`config.mk`:
```
export PLATFORM = sky130hd
export DESIGN_NAME = tlv5618_frame_seq
export DESIGN_NICKNAME = d
export VERILOG_FILES = /design/src/rtl/tlv5618_frame_seq.sv
export SDC_FILE = /design/constraint.sdc
export NUM_CORES = 1
export LEC_CHECK = 0
export BUFFER_PORTS_ARGS = -buffer_cell sky130_fd_sc_hd__clkbuf_2
export CORE_AREA = 2 2 73 75
export DETAILED_ROUTE_END_ITERATION = 12
export DIE_AREA = 0 0 75 77
export HOLD_SLACK_MARGIN = 0.1
export PLACE_DENSITY = 0.82
export SYNTH_ARGS = -nofsm -noshare
export SYNTH_HDL_FRONTEND = slang
export SYNTH_SLANG_ARGS = --single-unit
```
`constraint.sdc`:
```
create_clock -name clk -period 4.7 [get_ports clk]
set_input_delay 0.705 -clock clk [delete_from_list [all_inputs] [get_ports clk]]
set_output_delay 0.705 -clock clk [all_outputs]
set_load 0.01 [all_outputs]
```
`src/rtl/tlv5618_frame_seq.sv`:
```
// Paces paired A/B samples into TLV5618 two-word write sequences (B to buffer, then A with update).
// Optional wait-state timeout enabled by defining DAC_TIMEOUT_EN.
module tlv5618_frame_seq #(
    parameter int   UPDATE_DIV = 2500,
    parameter logic SPD        = 1'b1,
    parameter int   TIMEOUT    = 1023
) (
    input  logic        clk,
    input  logic        rst,
    input  logic        sample_valid,
    input  logic [11:0] sample_a,
    input  logic [11:0] sample_b,
    output logic        sample_ready,
    output logic        start,
    output logic [15:0] dac_data,
    input  logic        set_done,
    output logic        frame_done,
    output logic        underrun,
    output logic        dac_err
);

    if (UPDATE_DIV < 2 || UPDATE_DIV > 65535 || TIMEOUT < 2 || TIMEOUT > 65535) begin : g_bad_param
        $error("tlv5618_frame_seq: UPDATE_DIV or TIMEOUT out of range");
    end

    localparam logic [15:0] DIV_LAST = 16'(UPDATE_DIV - 1);

    typedef enum logic [2:0] {IDLE, SEND_B, WAIT_B, SEND_A, WAIT_A} state_t;

    state_t      state;
    logic [15:0] rate_cnt;
    logic        tick;
    logic        buf_full;
    logic [11:0] buf_a;
    logic [11:0] buf_b;
    logic [11:0] work_a;
    logic        accept;
    logic        take;
    logic        expired;

    assign tick   = (rate_cnt == DIV_LAST);
    assign accept = sample_valid && sample_ready;
    assign take   = (state == IDLE) && tick && buf_full;

    always_ff @(posedge clk) begin
        if (rst) begin
            rate_cnt <= '0;
        end else begin
            rate_cnt <= tick ? '0 : rate_cnt + 16'd1;
        end
    end

    // sample_ready is kept as its own flop mirroring !buf_full
    always_ff @(posedge clk) begin
        if (rst) begin
            buf_full     <= 1'b0;
            sample_ready <= 1'b1;
        end else if (take) begin
            buf_full     <= 1'b0;
            sample_ready <= 1'b1;
        end else if (accept) begin
            buf_full     <= 1'b1;
            sample_ready <= 1'b0;
        end
    end

    always_ff @(posedge clk) begin
        if (accept) begin
            buf_a <= sample_a;
            buf_b <= sample_b;
        end
        if (take) begin
            work_a <= buf_a;
        end
    end

    // The B word is issued straight from the buffer on the tick so start lands at T+1
    always_ff @(posedge clk) begin
        if (rst) begin
            state      <= IDLE;
            start      <= 1'b0;
            dac_data   <= 16'h0000;
            frame_done <= 1'b0;
            underrun   <= 1'b0;
        end else begin
            start      <= 1'b0;
            frame_done <= 1'b0;
            underrun   <= 1'b0;
            case (state)
                IDLE: begin
                    if (tick) begin
                        if (buf_full) begin
                            start    <= 1'b1;
                            dac_data <= {1'b0, SPD, 2'b00, buf_b};
                            state    <= SEND_B;
                        end else begin
                            underrun <= 1'b1;
                        end
                    end
                end
                SEND_B: state <= WAIT_B;
                WAIT_B: begin
                    if (set_done) begin
                        start    <= 1'b1;
                        dac_data <= {1'b1, SPD, 2'b00, work_a};
                        state    <= SEND_A;
                    end else if (expired) begin
                        state <= IDLE;
                    end
                end
                SEND_A: state <= WAIT_A;
                WAIT_A: begin
                    if (set_done) begin
                        frame_done <= 1'b1;
                        state      <= IDLE;
                    end else if (expired) begin
                        state <= IDLE;
                    end
                end
                default: state <= IDLE;
            endcase
        end
    end

`ifdef DAC_TIMEOUT_EN
    localparam logic [15:0] TO_LAST = 16'(TIMEOUT - 1);

    logic [15:0] wait_cnt;

    // wait_cnt holds the number of cycles since the last start pulse
    always_ff @(posedge clk) begin
        if (rst) begin
            wait_cnt <= '0;
        end else if (state == SEND_B || state == SEND_A) begin
            wait_cnt <= 16'd1;
        end else begin
            wait_cnt <= wait_cnt + 16'd1;
        end
    end

    assign expired = (state == WAIT_B || state == WAIT_A) && (wait_cnt == TO_LAST);

    always_ff @(posedge clk) begin
        if (rst) begin
            dac_err <= 1'b0;
        end else begin
            dac_err <= expired && !set_done;
        end
    end
`else
    assign expired = 1'b0;
    assign dac_err = 1'b0;
`endif

endmodule
```
==> flow_summary.yaml <==
pwr:
  p_leak_uw: 0.00116
  p_per_area_nw_per_um2: 380
  irDropWorstVdd_mv: 0.246
drt:
  firstDrtPassIters: 4
  routedWlPerCell_um: 14.5
  via_per_inst: 5.29
  drtAntennaViolNets: 0
  vias: 1772
  drt_drc_violations_left: 0
  wl_um: 4850
  drtIter0Drc: 200
synth:
  ys_types: 44
  syn_avg_cell_area_sq_um: 13.4
  ys_seq_elements: 74
  syn_area_sq_um: 2860
  synthCells: 214
  yosys-top-cells-area: "edfxtp_1 (38%), dfxtp_1 (27%), mux2i_1 (4.2%), a211oi_1 (3.9%), a211oi_2 (3.9%)"
  ys.warnings.count: 0
  synth_top_area_share_pct: 37.8
  synth-async-reset-ratio_pct: 0
  synth_edf_count: 36
  synth-main-ff-cell: "dfxtp_1"
  synth_top_cell_by_area: "edfxtp_1"
  seq_area_frac_synth_pct: 64.4
min_path:
  hold_depth: 0
  hold_path.class: "reg2reg"
  hold_start: "buf_a[11]"
  hold_end: "work_a[11]"
cells_and_area:
  multiInputGateArea_sq_um: 913
  fill_cells: 379
  final_cells: 335
  finalNetCount: 289
  drive_above_1_share_pct: 29.1
  diodes: 0
  regArea_sq_um: 1840
  syn2layout_area_growth_pct: 15.6
placed_design:
  port_buffers: 45
  place_inst: 319
  post-dp-hpwl_um: 3200
  place.gp.congestion: 0.853
  post-place-ws_ns: 2.06
clock_tree:
  cts_setup_buffers: 0
  numCtsBuffers: 9
  cts_num_sinks: 74
  clockBufferDepth: 2
  cts-root-buf: "clkbuf_8"
  cts_tree: "yes"
  cts_resized: 0
  htreeDepth: 3
  clk_pin_slew_ns: 0.08
  hold_buffers: 0
  insertion_delay_ns: 0.33
sta:
  maxSlewHeadroom_pct: 27.3
  skew_ns: 0.00891
  min_period_ns: 2.66
  grt_setup_unrepaired: "false"
  fin_setup_tns_ns: 0
  worstMarginPinSlew_ns: 1.09
  fmax_ghz: 0.376
  timing.final.ws_setup_ns: 2.04
  drv_slew: 0
  hold_violations: 0
  period_share_pct: 56.5
  setup-violations-final: 0
global_route:
  grt_use_total_pct: 18.4
  grt_pass1_vias: 1640
  antenna_found_initial: 0
  grt_overflow: 0
  grt_pass1_wl_um: 7920
  grt_max_degree: 26
die:
  die_x_um: 75
  core_area_sq_um: 4980
  start_util_pct: 57.5
  io_pins: 49
  placementRows: 26
  fp.dieArea_sq_um: 5780
  die_y_um: 77
setup_path:
  reg2reg_to: "rate_cnt[2]"
  crit_type: "reg2reg"
  r2r-start: "rate_cnt[2]"
  cp.arrival_ns: 2.84
  cp.required_ns: 4.88
  end_kind: "flip-flop"
  startpoint_type: "flip-flop"
  path_max_fanout: 16
  r2r_slack_ns: 2.04
  reg2regPathDepth: 4
run:
  cap_viol_max_count: 0
status:
  outcome: "finished clean"
## where the power goes
group / internal (uW) / switching [uW]
Combinational: 15.0 / 24.1
Sequential: 693 / 6.55
Clock: 299 / 220
Total: 1010 / 250
## cell usage after synthesis, types with 2 or more instances
library cell / n
dfxtp_1: 38
edfxtp_1: 36
a211oi_1: 15
nor2_1: 13
mux2i_1: 12
a211oi_2: 9
nand3_1: 8
a21oi_1: 7
or3_1: 6
xnor2_1: 6
nand2_1: 5
o21ai_0: 5
buf_4: 4
buf_6: 3
clkbuf_1: 3
inv_1: 3
nand4_1: 3
nor3_1: 3
nor4_1: 3
or4_1: 3
xor2_1: 3
and2_1: 2
buf_2: 2
nor2b_1: 2
## flip-flops by register name, indices dropped and copies added (netlist names)
register,count
rate_cnt,16
dac_data,14
buf_a,12
buf_b,12
work_a,12
state,3
buf_full,1
frame_done,1
sample_ready,1
start,1
underrun,1
## how the worst max path moves through the flow
stage | startpoint | end | slack (ns) | cells after the start
6_report | rate_cnt[2] | rate_cnt[2] | 2.04 | 4
5_1_grt | rate_cnt[3] | rate_cnt[12] | 1.81 | 4
4_1_cts | rate_cnt[3] | rate_cnt[2] | 2.03 | 4
3_5_place_dp | rate_cnt[2] | rate_cnt[2] | 2.06 | 4
3_3_place_gp | rate_cnt[3] | work_a[1] | 2.11 | 3
2_1_floorplan | rate_cnt[3] | work_a[0] | 2.60 | 3
## per-stage QoR
stage / hold WS, ns / util, % / power (uW) / instance area (sq um)
after detailed placement: 0.405 / 62.2 / 753 / 3090
after floorplan: 0.400 / - / 737 / 2870
after CTS: 0.424 / 66.4 / 1270 / 3310
final: 0.422 / 66.4 / 1260 / 3310
after global routing: 0.434 / 66.4 / 1300 / 3310
after global placement: 0.404 / 62.2 / 751 / 3090
## critical path, stage by stage, from the launching register on
cell and delay, ns:
dfxtp_1 0.37, or4b_1 0.57, nor4_4 0.68, or2_0 0.78, nor2_1 0.11
## cell type report
type,instances,area share [%]
flip-flops and latches,74,55.7
multi-input cells,125,27.6
clock buffers,11,3.97
inverters,3,0.341
repair buffers,47,7.26
clock inverters,5,2.46
well taps,70,2.65
## metal layers
| metal | part of all wire (%) | vias to the layer above | track usage [%] |
|---|---|---|---|
| met5 | 0 | - | 0 |
| met4 | 0.43 | 0 | 6.43 |
| met3 | 4.3 | 2 | 5.91 |
| met2 | 47 | 41 | 26.1 |
| met1 | 49 | 829 | 26.6 |
| li1 | - | 900 | - |
## logic make-up after synthesis
kind of cell | Yosys count | share of synthesized area, %
adder cells (fa/ha/maj) | 1 | 0.437
multiplexers | 12 | 4.20
AND/OR/NAND/NOR | 60 | 12.7
other | 1 | 0.131
AO/OA/AOI/OAI | 40 | 11.2
buffers and inverters | 17 | 4.20
flip-flops | 74 | 64.4
XOR/XNOR | 9 | 2.75
## layout by cell type, fill, tap and decap left out, types with 7 or more instances in the layout
master,count
nand3_1,8
a211oi_1,15
clkbuf_8,9
edfxtp_1,36
mux2i_1,12
nor2_1,13
a211oi_2,9
dfxtp_1,38
clkbuf_2,45
a21oi_1,7
No activity file was read; power rests on OpenSTA's default activity.
